[config.mk]
export PLATFORM = sky130hd
export DESIGN_NAME = onebc_seq
export DESIGN_NICKNAME = d
export VERILOG_FILES = /design/src/rtl/onebc_seq.sv
export SDC_FILE = /design/constraint.sdc
export NUM_CORES = 1
export LEC_CHECK = 0
export ABC_CLOCK_PERIOD_IN_PS = 3400
export BUFFER_PORTS_ARGS = -buffer_cell sky130_fd_sc_hd__buf_2
export CAP_MARGIN = 20
export CORE_MARGIN = 4
export CORE_UTILIZATION = 45
export DETAILED_ROUTE_END_ITERATION = 12
export PLACE_DENSITY = 0.87
export SYNTH_ARGS = -nofsm -noshare
export SYNTH_HDL_FRONTEND = slang
export SYNTH_SLANG_ARGS = --single-unit
export TNS_END_PERCENT = 1
[constraint.sdc]
create_clock -name clk_i -period 3.4 [get_ports clk_i]
set_input_delay 0.17 -clock clk_i [delete_from_list [all_inputs] [get_ports clk_i]]
set_output_delay 0.17 -clock clk_i [all_outputs]
set_load 0.02 [all_outputs]
[src/rtl/onebc_seq.sv]
// ROM-driven 1-bit sequencer: test one input bit, write one output bit, branch. The return stack exists only with ONEBC_SEQ_STACK_EN.
// Latency: one instruction per clock. imem_adr_o is combinational from ins_i, and outputs update on the edge that ends the instruction.
// Backpressure: en_i=0 freezes all state and re-presents pc_q, so the memory re-fetches the same instruction.
module onebc_seq #(
    parameter int N_IN  = 8,
    parameter int N_OUT = 8,
    parameter int AW    = 8,
    parameter int DEPTH = 4,
    localparam int ISW  = (N_IN  > 1) ? $clog2(N_IN)  : 1,
    localparam int OSW  = (N_OUT > 1) ? $clog2(N_OUT) : 1,
    localparam int SPW  = $clog2(DEPTH + 1),
    localparam int IW   = 3 + OSW + ISW + 2 * AW
) (
    input  logic             clk_i,
    input  logic             arst_ni,
    input  logic             en_i,
    input  logic [N_IN-1:0]  ins_i,
    output logic [N_OUT-1:0] outs_o,
    output logic [AW-1:0]    imem_adr_o,
    input  logic [IW-1:0]    imem_dat_i,
    output logic [SPW-1:0]   sp_o,
    output logic             ovf_o,
    output logic             unf_o
);

    typedef enum logic [1:0] {
        OP_BR   = 2'b00,
        OP_CALL = 2'b01,
        OP_RET  = 2'b10,
        OP_TOG  = 2'b11
    } op_e;

    localparam logic [ISW:0] NIN_L  = (ISW + 1)'(N_IN);
    localparam logic [OSW:0] NOUT_L = (OSW + 1)'(N_OUT);

    op_e            op;
    logic           dato;
    logic [OSW-1:0] osel;
    logic [ISW-1:0] isel;
    logic [AW-1:0]  tadr;
    logic [AW-1:0]  fadr;

    assign op   = op_e'(imem_dat_i[IW-1 -: 2]);
    assign dato = imem_dat_i[IW-3];
    assign osel = imem_dat_i[2*AW+ISW +: OSW];
    assign isel = imem_dat_i[2*AW +: ISW];
    assign tadr = imem_dat_i[AW +: AW];
    assign fadr = imem_dat_i[0 +: AW];

    // Out-of-range selects read as 0 / write nothing when N_IN or N_OUT is not a power of two.
    logic dati;
    always_comb begin
        dati = 1'b0;
        if ({1'b0, isel} < NIN_L) begin
            dati = ins_i[isel];
        end
    end

    logic [N_OUT-1:0] outs_q;
    logic [N_OUT-1:0] outs_d;
    always_comb begin
        outs_d = outs_q;
        if ({1'b0, osel} < NOUT_L) begin
            outs_d[osel] = (op == OP_TOG) ? ~outs_q[osel] : dato;
        end
    end

    logic [AW-1:0] next_adr;
    logic [AW-1:0] pc_q;

`ifdef ONEBC_SEQ_STACK_EN
    localparam int PW = (DEPTH > 1) ? $clog2(DEPTH) : 1;

    logic [AW-1:0]  stk_q [DEPTH];
    logic [SPW-1:0] sp_q;
    logic [SPW-1:0] sp_d;
    logic [SPW-1:0] sp_m1;
    logic           ovf_q;
    logic           ovf_d;
    logic           unf_q;
    logic           unf_d;
    logic           push;
    logic           full;
    logic           empty;

    assign sp_m1 = sp_q - SPW'(1);
    assign full  = (sp_q == SPW'(DEPTH));
    assign empty = (sp_q == '0);

    always_comb begin
        next_adr = dati ? tadr : fadr;
        sp_d     = sp_q;
        ovf_d    = ovf_q;
        unf_d    = unf_q;
        push     = 1'b0;
        case (op)
            OP_CALL: begin
                // A full stack drops the return address but still takes the jump.
                next_adr = tadr;
                if (full) begin
                    ovf_d = 1'b1;
                end else begin
                    push = 1'b1;
                    sp_d = sp_q + SPW'(1);
                end
            end
            OP_RET: begin
                if (empty) begin
                    next_adr = fadr;
                    unf_d    = 1'b1;
                end else begin
                    next_adr = stk_q[sp_m1[PW-1:0]];
                    sp_d     = sp_m1;
                end
            end
            default: begin
            end
        endcase
    end

    always_ff @(posedge clk_i or negedge arst_ni) begin
        if (!arst_ni) begin
            sp_q  <= '0;
            ovf_q <= 1'b0;
            unf_q <= 1'b0;
        end else if (en_i) begin
            sp_q  <= sp_d;
            ovf_q <= ovf_d;
            unf_q <= unf_d;
        end
    end

    // Entries above sp are dead, so the storage itself needs no reset.
    always_ff @(posedge clk_i) begin
        if (en_i && push) begin
            stk_q[sp_q[PW-1:0]] <= fadr;
        end
    end

    assign sp_o  = sp_q;
    assign ovf_o = ovf_q;
    assign unf_o = unf_q;
`else
    // Without the stack, CALL and RET branch exactly like BRANCH.
    always_comb begin
        next_adr = dati ? tadr : fadr;
    end

    assign sp_o  = '0;
    assign ovf_o = 1'b0;
    assign unf_o = 1'b0;
`endif

    assign imem_adr_o = !arst_ni ? '0 : (!en_i ? pc_q : next_adr);

    always_ff @(posedge clk_i or negedge arst_ni) begin
        if (!arst_ni) begin
            pc_q   <= '0;
            outs_q <= '0;
        end else begin
            pc_q <= imem_adr_o;
            if (en_i) begin
                outs_q <= outs_d;
            end
        end
    end

    assign outs_o = outs_q;

endmodule

==> flow_summary.toml <==
[finish]
layout-drive-gt1-share_pct = 51.6
layout.nets = 165
n_fill_cell = 157
multi_input_area_um2 = 462
seqCellArea_um2 = 400
area_growth_pct = 31.5
insertedDiodeCount = 0

[critical_path]
crit_family = "multiplexers"
crit_fanout = 8
crit_chain = "buf_2 > mux4_1 > mux2_2 > mux2i_1 > a21oi_1 > buf_2"
crit_path_frequent_cell = "buf_2"
crit_required_ps = 3230
cpMaxStageDelayCell = "mux4_1"
slowest_delay_ps = 530
crit_buf_inv = 2
arrival_ps = 1760
path_class = "primary input to output pin"
critical_path.endpoint_type = "output pin"
startpoint_type = "primary input"

[synth]
ys_top_cells_by_area = "dfrtp_1, mux2_2, mux2i_1"
syn_area_um2 = 908
synth_cells = 77
synth.avg_cell_area_um2 = 11.8
seq_area_frac_synth_pct = 44.1
yosys_warnings = 0
yosys.area.top_type = "dfrtp_1"
ys_types = 20
netlist.area_leader.share_pct = 44.1
ys_ff_latch = 16

[global_route]
grt_pass1_vias = 785
antenna_found_initial = 0
grt_usage_pct = 16.8
grt_overflow_total = 0
grt_max_degree = 25
grt_pass1_wl_mm = 3.40

[sta]
layout_min_cycle_time_ps = 1930
hold_slack_ps = 216
finalSetupViolations = 0
layout_setup_ws_ps = 1470
fin_crit_sh_pct = 56.7
clock_skew_ps = 1.06
max_freq_mhz = 519
rsz0062_at_grt = "false"
finalSetupTns_ps = 0
slew_violations = 0
hold_viol = 0

[clock_tree]
clk_pin_slew_ps = 90
htreeDepth = 1
clk_latency_ps = 280
numCtsBuffers = 3
cts.sink_count = 16
cts_resized = 0
tritoncts = "built"
post-cts-setup-buffers = 0
root_buffer = "clkbuf_4"
cts_hold_buffers = 1
cts_buffer_depth = 2

[die]
pin_count = 57
initial_core_util_pct = 49.9
core_um2 = 1820
die_h_um = 52.9
dieArea_um2 = 2800
die_w_um = 52.9
core.rowCount = 15

[placement]
hpwl_mm = 1.69
io_buffers = 51
gp_congestion = 0.800
place_ws_ps = 1470

[route]
drc_errors = 0
ant_nets = 0
drt-initial-drc-count = 15
post_drt_wl_per_cell_um = 13.8
num_vias = 796
wl_mm = 2.11
vias_per_cell = 5.20
drtPass1Iterations = 3

[hold_path]
hold_path.class = "primary input to register"

[status]
status = "complete, no violations"

[pwr]
power_uw = 565
power_density_nw_per_um2 = 473
p_leak_uw = 0.000604
irDropWorstVdd_mv = 0.315

[flow_run]
cap_violations = 0
[logic make-up (layout without fill, tap and decap cells)]
logic type             after synthesis  in the layout  share of synthesized area, %
multiplexers                        21             21                          30.7
AO/OA/AOI/OAI                       19             19                          10.7
buffers and inverters                9             56                          6.75
flip-flops                          16             16                          44.1
AND/OR/NAND/NOR                     11             11                          7.30
other                                1              5                         0.413
[flip-flops by register name, indices dropped and copies added (netlist names)]
signal and cells:
outs_o 8, pc_q 8
[worst register-to-register path, stage by stage, from the launching register on]
cell     delay [ps]
dfrtp_1         410
mux4_2          480
a31oi_1         330
mux2_2          220
[final timing paths]
path / from / endpoint / slack, ps / cells after the start
setup / recovery: imem_dat_i[16] / imem_adr_o[6] / 1470 / 6
hold / removal: imem_dat_i[3] / pc_q[3] / 220 / 3
setup reg to reg: outs_o[7] / outs_o[3] / 1910 / 3
hold reg to reg: outs_o[4] / outs_o[4] / 540 / 1
max in group asynchronous: arst_ni / pc_q[5] / 2760 / 2
min in group asynchronous: arst_ni / outs_o[3] / 340 / 2
[power by group]
part / internal, uW / total (uW) / switching, uW
logic: 87.5 / 193 / 106
clock network: 65.2 / 127 / 61.4
registers: 224 / 245 / 21.2
total: 377 / 565 / 188
[cell usage in the layout, fill, tap and decap left out, drive strengths merged, types with 4 or more instances in the layout]
cell	instances
dfrtp	16
clkbuf	4
conb	5
mux4	4
o21ai	8
mux2	9
a21oi	9
buf	51
mux2i	8
[cell usage after synthesis]
cell	n
buf_4	5
mux4_2	2
buf_6	1
a21oi_1	9
o21ai_0	8
nor3b_1	2
mux4_1	2
nor2_1	1
nand2_1	2
nand4b_1	2
nand4_1	1
buf_2	1
a31oi_1	2
conb_1	1
clkbuf_1	2
dfrtp_1	16
nor3_1	2
mux2i_1	8
mux2_2	9
nand2b_1	1
[layer usage]
metal  vias up  track usage, %  part of all wire [%]
li1        382               -                     -
met1       388            16.5                    36
met2        21            32.6                    57
met3         5            3.10                   4.8
met4         0            8.51                   1.8
met5         -               0                     0
[cell type report]
cell class                 count  area share (%)
multi-input combinational     56            38.6
sequential                    16            33.5
timing repair buffer          52            22.2
clock buffer                   4            3.04
tap                           25            2.62
[stage by stage]
step / utilization (%) / instance area, um2 / std cells
final: 65.6 / 1190 / 153
after global routing: 65.6 / 1190 / 153
after global placement: 63.1 / 1150 / 148
after floorplan: - / 923 / 81
after detailed placement: 63.1 / 1150 / 148
after CTS: 65.6 / 1190 / 153
No activity file was read; power rests on OpenSTA's default activity.
